`src/rtl/vm_order_initiator.sv`:
```
// Customer-side order front end for the vending core: collects coins into a credit,
// issues one order per selection and turns the core's answer into panel event pulses.
module vm_order_initiator #(
    parameter int MAX_CREDIT  = 127,
    parameter int TIMEOUT_CYC = 1000
) (
    input  logic       clk,
    input  logic       rst_n,
    input  logic       coin_in,
    input  logic [1:0] coin_denom,
    input  logic       sel_valid,
    input  logic [3:0] sel_id,
    input  logic       cancel,
    output logic       order_coin,
    output logic [6:0] order_value,
    output logic [3:0] order_id,
    input  logic       vm_product,
    input  logic       vm_error,
    input  logic [6:0] vm_change,
    input  logic       vm_done,
    output logic [6:0] credit,
    output logic       busy,
    output logic       coin_reject,
    output logic       sel_reject,
    output logic       vend_ok,
    output logic       vend_fail,
    output logic       timeout_err,
    output logic       refund_valid,
    output logic [6:0] refund_amt
);

    // state      | meaning
    // COLLECT    | accumulating coins, waiting for a selection or cancel
    // ISSUE      | order strobe to the core is high this cycle
    // WAIT_RES   | waiting for product/error from the core
    // WAIT_DONE  | result captured, waiting for done
    // FINISH     | result pulses and change refund are out this cycle
    typedef enum logic [2:0] {
        S_COLLECT,
        S_ISSUE,
        S_WAIT_RES,
        S_WAIT_DONE,
        S_FINISH
    } state_t;

    localparam int TW = $clog2(TIMEOUT_CYC + 1);
    localparam logic [7:0]    MAX_C8   = 8'(MAX_CREDIT);
    localparam logic [TW-1:0] TMR_LOAD = TW'(TIMEOUT_CYC - 1);

    state_t state_q, state_d;

    logic [6:0]    credit_q, credit_d;
    logic [6:0]    order_value_q, order_value_d;
    logic [3:0]    order_id_q, order_id_d;
    logic [TW-1:0] timer_q, timer_d;
    logic          ok_q, ok_d;
    logic [6:0]    chg_q, chg_d;
    logic          order_coin_q, order_coin_d;
    logic          busy_q, busy_d;
    logic          coin_reject_q, coin_reject_d;
    logic          sel_reject_q, sel_reject_d;
    logic          vend_ok_q, vend_ok_d;
    logic          vend_fail_q, vend_fail_d;
    logic          timeout_err_q, timeout_err_d;
    logic          refund_valid_q, refund_valid_d;
    logic [6:0]    refund_amt_q, refund_amt_d;

    logic [6:0] denom_val;
    logic [7:0] coin_sum;
    logic       coin_fits;
    logic       sel_ok;
    logic       in_wait;
    logic       timer_tc;
    logic       res_seen;

    always_comb begin
        denom_val = 7'd5;
        case (coin_denom)
            2'd0: denom_val = 7'd5;
            2'd1: denom_val = 7'd10;
            2'd2: denom_val = 7'd20;
            2'd3: denom_val = 7'd50;
            default: denom_val = 7'd5;
        endcase
    end

    // Sum at 8 bits so a coin near the ceiling can never wrap into a small credit
    assign coin_sum  = {1'b0, credit_q} + {1'b0, denom_val};
    assign coin_fits = (coin_sum <= MAX_C8);
    assign sel_ok    = sel_valid && (sel_id >= 4'd1) && (sel_id <= 4'd10) && (credit_q != 7'd0);
    assign in_wait   = (state_q == S_WAIT_RES) || (state_q == S_WAIT_DONE);
    assign timer_tc  = in_wait && (timer_q == '0);
    assign res_seen  = vm_product || vm_error;

    always_ff @(posedge clk or negedge rst_n) begin
        if (!rst_n) begin
            state_q        <= S_COLLECT;
            credit_q       <= '0;
            order_value_q  <= '0;
            order_id_q     <= '0;
            timer_q        <= '0;
            ok_q           <= 1'b0;
            chg_q          <= '0;
            order_coin_q   <= 1'b0;
            busy_q         <= 1'b0;
            coin_reject_q  <= 1'b0;
            sel_reject_q   <= 1'b0;
            vend_ok_q      <= 1'b0;
            vend_fail_q    <= 1'b0;
            timeout_err_q  <= 1'b0;
            refund_valid_q <= 1'b0;
            refund_amt_q   <= '0;
        end else begin
            state_q        <= state_d;
            credit_q       <= credit_d;
            order_value_q  <= order_value_d;
            order_id_q     <= order_id_d;
            timer_q        <= timer_d;
            ok_q           <= ok_d;
            chg_q          <= chg_d;
            order_coin_q   <= order_coin_d;
            busy_q         <= busy_d;
            coin_reject_q  <= coin_reject_d;
            sel_reject_q   <= sel_reject_d;
            vend_ok_q      <= vend_ok_d;
            vend_fail_q    <= vend_fail_d;
            timeout_err_q  <= timeout_err_d;
            refund_valid_q <= refund_valid_d;
            refund_amt_q   <= refund_amt_d;
        end
    end

    always_comb begin
        state_d = state_q;
        case (state_q)
            S_COLLECT:   if (!cancel && sel_ok) state_d = S_ISSUE;
            S_ISSUE:     state_d = S_WAIT_RES;
            S_WAIT_RES:  if (timer_tc) state_d = S_COLLECT;
                         else if (res_seen) state_d = S_WAIT_DONE;
            S_WAIT_DONE: if (timer_tc) state_d = S_COLLECT;
                         else if (vm_done) state_d = S_FINISH;
            S_FINISH:    state_d = S_COLLECT;
            default:     state_d = S_COLLECT;
        endcase
    end

    always_comb begin
        credit_d       = credit_q;
        order_value_d  = order_value_q;
        order_id_d     = order_id_q;
        timer_d        = timer_q;
        ok_d           = ok_q;
        chg_d          = chg_q;
        coin_reject_d  = 1'b0;
        sel_reject_d   = 1'b0;
        vend_ok_d      = 1'b0;
        vend_fail_d    = 1'b0;
        timeout_err_d  = 1'b0;
        refund_valid_d = 1'b0;
        refund_amt_d   = '0;
        order_coin_d   = (state_d == S_ISSUE);
        busy_d         = (state_d != S_COLLECT);

        if (state_q == S_COLLECT) begin
            if (cancel) begin
                if (credit_q != 7'd0) begin
                    refund_valid_d = 1'b1;
                    refund_amt_d   = credit_q;
                    credit_d       = '0;
                end
                sel_reject_d  = sel_valid;
                coin_reject_d = coin_in;
            end else if (sel_valid) begin
                if (sel_ok) begin
                    order_id_d    = sel_id;
                    order_value_d = credit_q;
                end else begin
                    sel_reject_d = 1'b1;
                end
                coin_reject_d = coin_in;
            end else if (coin_in) begin
                if (coin_fits) credit_d = coin_sum[6:0];
                else           coin_reject_d = 1'b1;
            end
        end else begin
            coin_reject_d = coin_in;
            sel_reject_d  = sel_valid;
        end

        case (state_q)
            S_ISSUE: timer_d = TMR_LOAD;
            S_WAIT_RES, S_WAIT_DONE: begin
                if (timer_tc) begin
                    timeout_err_d  = 1'b1;
                    refund_valid_d = 1'b1;
                    refund_amt_d   = order_value_q;
                    credit_d       = '0;
                    order_value_d  = '0;
                    order_id_d     = '0;
                end else begin
                    timer_d = timer_q - 1'b1;
                    if (state_q == S_WAIT_RES && res_seen) begin
                        ok_d  = vm_product;
                        chg_d = vm_change;
                    end
                    if (state_q == S_WAIT_DONE && vm_done) begin
                        vend_ok_d   = ok_q;
                        vend_fail_d = !ok_q;
                        credit_d    = '0;
                        if (chg_q != 7'd0) begin
                            refund_valid_d = 1'b1;
                            refund_amt_d   = chg_q;
                        end
                    end
                end
            end
            S_FINISH: begin
                order_value_d = '0;
                order_id_d    = '0;
            end
            default: ;
        endcase
    end

    assign order_coin   = order_coin_q;
    assign order_value  = order_value_q;
    assign order_id     = order_id_q;
    assign credit       = credit_q;
    assign busy         = busy_q;
    assign coin_reject  = coin_reject_q;
    assign sel_reject   = sel_reject_q;
    assign vend_ok      = vend_ok_q;
    assign vend_fail    = vend_fail_q;
    assign timeout_err  = timeout_err_q;
    assign refund_valid = refund_valid_q;
    assign refund_amt   = refund_amt_q;

endmodule

```
`config.mk`:
```
export PLATFORM = sky130hd
export DESIGN_NAME = vm_order_initiator
export DESIGN_NICKNAME = d
export VERILOG_FILES = /design/src/rtl/vm_order_initiator.sv
export SDC_FILE = /design/constraint.sdc
export NUM_CORES = 1
export LEC_CHECK = 0
export BUFFER_PORTS_ARGS = -buffer_cell sky130_fd_sc_hd__buf_4
export CORE_UTILIZATION = 25
export CTS_BUF_LIST = sky130_fd_sc_hd__clkbuf_8
export DETAILED_ROUTE_END_ITERATION = 7
export GPL_TIMING_DRIVEN = 0
export SYNTH_ARGS = -nofsm -noshare
export SYNTH_HDL_FRONTEND = slang
export SYNTH_SLANG_ARGS = --single-unit
export TNS_END_PERCENT = 10
```
`constraint.sdc`:
```
create_clock -name clk -period 2.2 [get_ports clk]
set_input_delay 0.44 -clock clk [delete_from_list [all_inputs] [get_ports clk]]
set_output_delay 0.44 -clock clk [all_outputs]
set_load 0.01 [all_outputs]
```
==> flow_metrics.tcl, run 1 <==
set metrics [dict create \
    cts_buffer_depth 2 \
    syn_inst 246 \
    power_frac_comb_pct 43.3 \
    synthFlopType "dfrtp_1" \
    seq_area_mm2 0.00135 \
    overflow 0 \
    cts_root_buf "clkbuf_8" \
    ys_types 54 \
    finalHoldViolCount 0 \
    skew_ns 0.0118 \
    synth_xor_area_share_pct 2.93 \
    grt_pass1_wl_mm 10.5 \
    fin_crit_sh_pct 97.0 \
    max-cap-violations 0 \
    setup.worst_path.class "register to register" \
    multi_input_area_mm2 0.00126 \
    p_sw_mw 1.57 \
    async_flop_share_pct 100 \
    htree_levels 2 \
    nFillCells 1068 \
    io_buffer_count 53 \
    switching_share_pct 39.6 \
    relSlewSlack_pct 54.1 \
    hpwlAfterDp_mm 4.86 \
    synth_top_family_by_area "simple AND/OR/NAND/NOR gates" \
    place_congestion 0.820 \
    seq_area_frac_synth_pct 50.3 \
    rsz0062_at_grt "yes" \
    dr.pass1.iters 4 \
    grt_max_degree 55 \
    core_mm2 0.0104 \
    postRouteWirelength_mm 6.47 \
    wl_per_cell_um 14.5 \
    synthSimpleGateAreaFrac_pct 17.9 \
    drv_slew 0 \
    leakage_nw 1.74 \
    grt_pass1_vias 2077 \
    synth_edf_count 0 \
    syn_to_final_growth_pct 26.8 \
    cts_hold_buf 0 \
    diodes 0 \
    seq_power_share_pct 43.0 \
    clock_latency_ns 0.31 \
    status "completed" \
    drcViolationCount 0 \
    ir_drop_uv 323 \
    via_count 2094 \
    grt_antenna_before_repair 0 \
    post-route-cell-area_mm2 0.00341 \
    crit_fanout 7 \
    end_kind "register" \
    clock.fmax_ghz 0.469 \
    p_per_area_mw_per_mm2 1170 \
    start_util_pct 25.9 \
    finish.utilization_pct 32.9 \
    final-setup-viol-count 0 \
    crit_required_ns 2.40 \
    cts_tree "done" \
    clock_sinks 54 \
    top_level_ports 54 \
    p_int_mw 2.40 \
    synth_nets 275 \
    tns_ns 0 \
    worstSetupStartpointType "register" \
    clk_pin_slew_ns 0.10 \
    setup_slack_ns 0.0662 \
    min_period_ns 2.13 \
    cts_inserted_buffers 5 \
    synth_seq_cells 54 \
    rows 37 \
    grt_usage_pct 12.1 \
    dieArea_mm2 0.0112 \
    die_w_um 106 \
    nNetsFinal 340 \
    synth_area_mm2 0.00269 \
    place_area_mm2 0.00326 \
    synth-compound-area-share_pct 13.2 \
    critical_path_arrival_ns 2.33 \
    ant_nets 0 \
    fin_hold_ws_ns 0.150 \
    drive_above_1_share_pct 29.9 \
    tightest_slew_ns 0.688 \
    synthMuxAreaShare_pct 7.82 \
    synth.avg_cell_area_um2 10.9 \
    die_y_um 106 \
    drtIter0Drc 139 \
    hp-class "input pin to async pin" \
    synth_fa_ha_area_share_pct 4.00 \
    viasPerCell 4.68 \
    yosysWarnings 0 \
    pre_cts_slack_ns -0.190 \
    clock_power_share_pct 13.7 \
]
==> power by group through the flow <==
stage          combinational (mW)  clock, mW  sequential, mW
6_report                     1.72      0.543            1.71
5_1_grt                      1.91      0.608            1.76
2_1_floorplan                1.00          0            1.71
3_5_place_dp                 1.68          0            1.72
3_3_place_gp                 1.66          0            1.72
4_1_cts                      1.70      0.567            1.71
==> registers in the layout (all words and copies together) (netlist names) <==
register / count
state_q: 3
order_value: 7
vend_fail: 1
coin_reject: 1
busy: 1
ok_q: 1
refund_amt: 7
timeout_err: 1
refund_valid: 1
chg_q: 7
sel_reject: 1
credit: 7
vend_ok: 1
order_coin: 1
order_id: 4
timer_q: 10
==> synthesized netlist by cell type (3+ instances only) <==
| cell | number | area [um^2] |
|---|---|---|
| a211o_1 | 4 | 35.0 |
| a21o_1 | 3 | 22.5 |
| a21oi_1 | 7 | 35.0 |
| a222oi_1 | 7 | 70.1 |
| a22oi_1 | 5 | 37.5 |
| and2_1 | 3 | 18.8 |
| dfrtp_1 | 54 | 1350 |
| ha_1 | 7 | 87.6 |
| inv_1 | 14 | 52.6 |
| mux2_2 | 7 | 78.8 |
| mux2i_1 | 12 | 120 |
| nand2_1 | 17 | 63.8 |
| nand3_1 | 6 | 30.0 |
| nor2_1 | 31 | 116 |
| nor2b_1 | 3 | 18.8 |
| nor3_1 | 6 | 30.0 |
| nor4_1 | 4 | 25.0 |
| o21ai_0 | 4 | 20.0 |
| xnor2_1 | 3 | 26.3 |
| xor2_1 | 6 | 52.6 |
==> layer usage <==
| metal | track usage (%) | share of wire, % |
|---|---|---|
| met2 | 19.1 | 46 |
| met1 | 16.0 | 46 |
| met4 | 4.17 | 1.4 |
| met3 | 2.97 | 6.3 |
| met5 | 0 | 0 |
==> worst max-delay path, stage by stage (launching register included) <==
cell and delay, ns:
dfrtp_1 0.48, ha_1 0.36, a211oi_2 0.27, o2111ai_1 0.25, a221oi_2 0.36, mux2i_1 0.22
a21oi_1 0.08
==> area by class of cell <==
class / count / area share (%)
buffer: 7 / 1.58
clock buffer: 5 / 2.02
clock inverter: 2 / 0.404
inverter: 15 / 1.65
multi-input combinational: 170 / 36.9
sequential: 54 / 39.7
tap: 136 / 4.99
timing repair buffer: 58 / 12.8
==> placed cells by master, fill, tap and decap left out, types with 2 or more instances in the layout <==
| master | instances |
|---|---|
| o211ai_1 | 2 |
| nor4_1 | 4 |
| clkbuf_8 | 5 |
| nand2_1 | 17 |
| ha_1 | 7 |
| mux2i_1 | 12 |
| xor2_1 | 6 |
| o21ai_0 | 4 |
| a31oi_1 | 2 |
| nor2_1 | 31 |
| nor3_1 | 6 |
| clkbuf_1 | 2 |
| a22oi_1 | 5 |
| xnor2_1 | 3 |
| nand3_1 | 6 |
| buf_6 | 3 |
| nor2b_1 | 3 |
| or4_4 | 2 |
| a21o_1 | 3 |
| dfrtp_1 | 54 |
| a21oi_1 | 7 |
| mux2_2 | 7 |
| a222oi_1 | 7 |
| or3_1 | 2 |
| and2_1 | 3 |
| buf_4 | 59 |
| inv_1 | 14 |
| a211o_1 | 4 |
| nor3_4 | 2 |
==> worst paths after layout <==
kind,startpoint,endpoint,slack (ns),cells past startpoint
setup reg to reg,credit[1]$_DFF_PN0_,credit[6]$_DFF_PN0_,0.07,6
hold / removal,rst_n,busy$_DFF_PN0_,0.15,1
min in group clk,coin_in,coin_reject$_DFF_PN0_,0.35,2
setup / recovery,credit[1]$_DFF_PN0_,credit[6]$_DFF_PN0_,0.07,6
hold reg to reg,ok_q$_DFFE_PN0P_,vend_fail$_DFF_PN0_,0.47,1
max in group asynchronous,rst_n,vend_ok$_DFF_PN0_,1.57,1
==> through the flow <==
| step | power [mW] | cells |
|---|---|---|
| after floorplan | 2.72 | 246 |
| after global placement | 3.38 | 435 |
| after detailed placement | 3.41 | 435 |
| after CTS | 3.97 | 444 |
| after global routing | 4.29 | 447 |
| final | 3.97 | 447 |
==> cell families after synthesis <==
kind of cell    count (synthesis)
compound gates                 47
xor+xnor                        9
fa+ha+maj                       8
buf+inv                        22
flops                          54
mux                            20
simple gates                   86
==> what timing repair did <==
action | CTS | global route
setup buffers | 2 | 3
pin swaps | 1 | 2
gates cloned | 0 | 0
setup endpoints to repair | 7 | 27
resized for setup | 1 | 6
Note: power is estimated with default switching activity, not from simulation.
==> inputs of run 2 (changes only) <==
RECOVER_POWER = 100   (was default)
==> flow_metrics.tcl, run 2 (synthesis gave the netlist of run 1 again) <==
set metrics [dict create \
    cts_inserted_buffers 5 \
    status "completed" \
    skew_ns 0.0104 \
    grt_antenna_before_repair 0 \
    via_count 2087 \
    power_frac_comb_pct 41.1 \
    most-common-layout-cells "dfrtp_1 (54), clkbuf_1 (34), nor2_1 (32)" \
    clk_pin_slew_ns 0.10 \
    overflow 0 \
    switching_share_pct 41.1 \
    drv_slew 0 \
    finalHoldViolCount 0 \
    min_period_ns 2.13 \
    seq_power_share_pct 44.7 \
    crit_required_ns 2.40 \
    tightest_slew_ns 1.34 \
    critical_path_arrival_ns 2.33 \
    drive_above_1_share_pct 19.0 \
    relSlewSlack_pct 10.4 \
    multi_input_area_mm2 0.00124 \
    nNetsFinal 340 \
    dieArea_mm2 0.0112 \
    cts_hold_buf 0 \
    syn_to_final_growth_pct 21.3 \
    drtIter0Drc 145 \
    die_y_um 106 \
    setup.worst_path.class "register to register" \
    setup_slack_ns 0.0681 \
    top_level_ports 54 \
    cts_tree "done" \
    fin_crit_sh_pct 96.9 \
    max-cap-violations 0 \
    top_register "timer_q" \
    drcViolationCount 0 \
    cts_root_buf "clkbuf_8" \
    dr.pass1.iters 5 \
    ir_drop_uv 319 \
    clock_power_share_pct 14.2 \
    final-setup-viol-count 0 \
    grt_max_degree 55 \
    rows 37 \
    crit_fanout 7 \
    clock_sinks 54 \
    core_mm2 0.0104 \
    viasPerCell 4.67 \
    io_buffer_count 53 \
    grt_pass1_wl_mm 10.5 \
    nFillCells 1104 \
    seq_area_mm2 0.00135 \
    place_congestion 0.820 \
    postRouteWirelength_mm 6.48 \
    wl_per_cell_um 14.5 \
    largest_reg_flops 10 \
    leakage_nw 1.58 \
    ant_nets 0 \
    p_sw_mw 1.57 \
    clock_latency_ns 0.31 \
    final_common_cell "dfrtp_1" \
    cts_buffer_depth 2 \
    hpwlAfterDp_mm 4.86 \
    end_kind "register" \
    rrSetupSlack_ns 0.07 \
    pre_cts_slack_ns -0.190 \
    grt_usage_pct 12.1 \
    start_util_pct 25.9 \
    htree_levels 2 \
    p_per_area_mw_per_mm2 1170 \
    tns_ns 0 \
    die_w_um 106 \
    grt_pass1_vias 2077 \
    diodes 0 \
    hp-class "input pin to register" \
    clock.fmax_ghz 0.469 \
    p_int_mw 2.25 \
    worstSetupStartpointType "register" \
    rsz0062_at_grt "yes" \
]
## run 2: worst paths after layout
| check | from | end | cells after the start |
|---|---|---|---|
| max | credit[1]$_DFF_PN0_ | credit[6]$_DFF_PN0_ | 6 |
| min | coin_in | coin_reject$_DFF_PN0_ | 2 |
| max reg2reg | credit[1]$_DFF_PN0_ | credit[6]$_DFF_PN0_ | 6 |
| min reg2reg | ok_q$_DFFE_PN0P_ | vend_fail$_DFF_PN0_ | 1 |
| max in group asynchronous | rst_n | refund_valid$_DFF_PN0_ | 1 |
| min in group asynchronous | rst_n | busy$_DFF_PN0_ | 1 |
## run 2: metal layers
layer / GRT usage [%] / share of wire, % / vias to the layer above / wire [um]
met4: 4.17 / 1.4 / 0 / 91
met1: 16.0 / 46 / 986 / 2990
met3: 2.97 / 6.1 / 7 / 395
met5: 0 / 0 / - / 0
li1: - / - / 1023 / -
met2: 19.1 / 46 / 71 / 3010
## run 2: area by class of cell
type | instances | share of cell area (%)
plain buffers | 7 | 1.54
clock buffers | 5 | 2.11
clock inverters | 2 | 0.422
inverters | 15 | 1.73
multi-input cells | 170 | 38.0
flip-flops and latches | 54 | 41.5
well taps | 136 | 5.22
repair buffers | 58 | 9.52
## run 2: per-stage QoR
step / power [mW] / hold WS (ns) / area [um^2] / cells / utilization (%)
CTS: 3.97 / 0.183 / 3360 / 444 / 32.4
detailed placement: 3.41 / 0.464 / 3260 / 435 / 31.4
floorplan: 2.72 / 0.144 / 2690 / 246 / -
finish: 3.81 / 0.354 / 3260 / 447 / 31.4
global placement: 3.38 / 0.445 / 3260 / 435 / 31.4
global route: 4.12 / 0.349 / 3260 / 447 / 31.4
## run 2: worst max-delay path, cell delays in order, from the launching register on
cell	delay, ns
dfrtp_1	0.48
ha_1	0.36
a211oi_2	0.27
o2111ai_1	0.25
a221oi_2	0.36
mux2i_1	0.23
a21oi_1	0.08
## run 2: power groups by stage
stage | logic [mW] | clock network [mW] | registers (mW)
detailed placement | 1.68 | 0 | 1.72
finish | 1.57 | 0.541 | 1.70
floorplan | 1.00 | 0 | 1.71
global route | 1.76 | 0.608 | 1.76
CTS | 1.70 | 0.567 | 1.71
global placement | 1.66 | 0 | 1.72
## run 2: timing repair
item | CTS | global route
pin swaps | 1 | 2
resized for setup | 1 | 6
setup endpoints to repair | 7 | 27
setup buffers | 2 | 3
==> inputs of run 3 (changes only) <==
CORE_UTILIZATION = 35   (was 25)
PLACE_DENSITY = 0.66   (was default)
==> flow_metrics.tcl, run 3 (synthesis gave the netlist of run 1 again) <==
set metrics [dict create \
    final-setup-viol-count 0 \
    via_count 2103 \
    rows 31 \
    syn_to_final_growth_pct 20.2 \
    diodes 0 \
    relSlewSlack_pct 12.9 \
    skew_ns 0.00596 \
    grt_usage_pct 16.2 \
    hpwlAfterDp_mm 4.42 \
    ir_drop_uv 360 \
    clock_sinks 54 \
    crit_fanout 7 \
    place_area_mm2 0.00321 \
    cts_root_buf "clkbuf_8" \
    worstSetupStartpointType "register" \
    postRouteWirelength_mm 6.03 \
    ant_nets 0 \
    core_mm2 0.00733 \
    die_w_um 89.6 \
    grt_pass1_vias 1979 \
    overflow 0 \
    critical_path_arrival_ns 2.32 \
    grt_max_degree 55 \
    io_buffer_count 53 \
    fin_crit_sh_pct 96.2 \
    drcViolationCount 0 \
    rsz0062_at_grt "yes" \
    htree_levels 2 \
    power_mw 3.83 \
    nFillCells 732 \
    wl_per_cell_um 14.8 \
    start_util_pct 36.7 \
    cts_inserted_buffers 5 \
    grt_pass1_wl_mm 9.72 \
    crit_required_ns 2.40 \
    rrSetupSlack_ns 0.08 \
    cts_hold_buf 0 \
    most-common-layout-cells "dfrtp_1 (54), clkbuf_1 (34), nor2_1 (32)" \
    drive_above_1_share_pct 20.1 \
    pre_cts_slack_ns -0.202 \
    largest_reg_flops 10 \
    clk_pin_slew_ns 0.10 \
    final_common_cell "dfrtp_1" \
    finish.utilization_pct 44.1 \
    dr.pass1.iters 4 \
    top_register "timer_q" \
    drtIter0Drc 132 \
    max-cap-violations 0 \
    cts_buffer_depth 2 \
    setup_slack_ns 0.0840 \
    die_y_um 89.6 \
    status "completed" \
    finalHoldViolCount 0 \
    nNetsFinal 336 \
    drv_slew 0 \
    p_per_area_mw_per_mm2 1190 \
    clock_latency_ns 0.31 \
    top_level_ports 54 \
    tightest_slew_ns 1.31 \
    place_congestion 0.859 \
    cts_tree "done" \
    setup.worst_path.class "register to register" \
    leakage_nw 1.58 \
    hp-class "input pin to register" \
    grt_antenna_before_repair 0 \
    post-route-cell-area_mm2 0.00323 \
    dieArea_mm2 0.00803 \
    min_period_ns 2.12 \
    clock.fmax_ghz 0.473 \
    viasPerCell 5.17 \
    end_kind "register" \
]
[run 3: critical path, stage by stage, from the launching register on]
cell and delay (ns):
dfrtp_1 0.48, ha_1 0.36, a211oi_2 0.30, o2111ai_2 0.22, a221oi_2 0.35, mux2i_1 0.22, a21oi_1 0.08
[run 3: cell type report]
type                       instances  area (um^2)  area share, %
clock inverter                     3         25.0          0.775
clock buffer                       5         68.8           2.13
buffer                             7         53.8           1.67
timing repair buffer              54          283           8.75
multi-input combinational        170         1270           39.3
sequential                        54         1350           41.8
inverter                          15         56.3           1.74
tap                               99          124           3.83
[run 3: worst paths after layout]
check,startpoint,to,cells after the start
max in group asynchronous,rst_n,refund_amt[6]$_DFF_PN0_,1
setup / recovery,credit[1]$_DFF_PN0_,credit[6]$_DFF_PN0_,6
min in group asynchronous,rst_n,timer_q[0]$_DFFE_PN0P_,1
setup reg to reg,credit[1]$_DFF_PN0_,credit[6]$_DFF_PN0_,6
hold / removal,vm_change[5],chg_q[5]$_DFFE_PN0P_,2
hold reg to reg,ok_q$_DFFE_PN0P_,vend_fail$_DFF_PN0_,1
[run 3: where the power goes]
group | switching [mW] | internal, mW | leakage [nW] | total (mW)
Clock | 0.332 | 0.230 | 0.0447 | 0.562
Sequential | 0.359 | 1.34 | 0.677 | 1.70
Combinational | 0.892 | 0.677 | 0.861 | 1.57
[run 3: layer usage]
metal  track usage [%]  routed length, um
met3              3.02                318
met4              6.20                 98
met2              25.3               2780
met1              22.2               2840
met5                 0                  0
[run 3: stage by stage]
step / TNS (ns) / std cells / hold WS [ns]
floorplan: 0 / 246 / 0.144
global placement: -0.168 / 398 / 0.447
detailed placement: -0.819 / 398 / 0.460
CTS: 0 / 406 / 0.179
global route: -0.0376 / 407 / 0.344
finish: 0 / 407 / 0.355
[run 3: timing repair]
| action | CTS | global route |
|---|---|---|
| resized for setup | 2 | 9 |
| endpoints found under the setup margin | 15 | 30 |
| pin swaps | 0 | 1 |
| gates cloned | 0 | 0 |
| setup buffers | 0 | 1 |
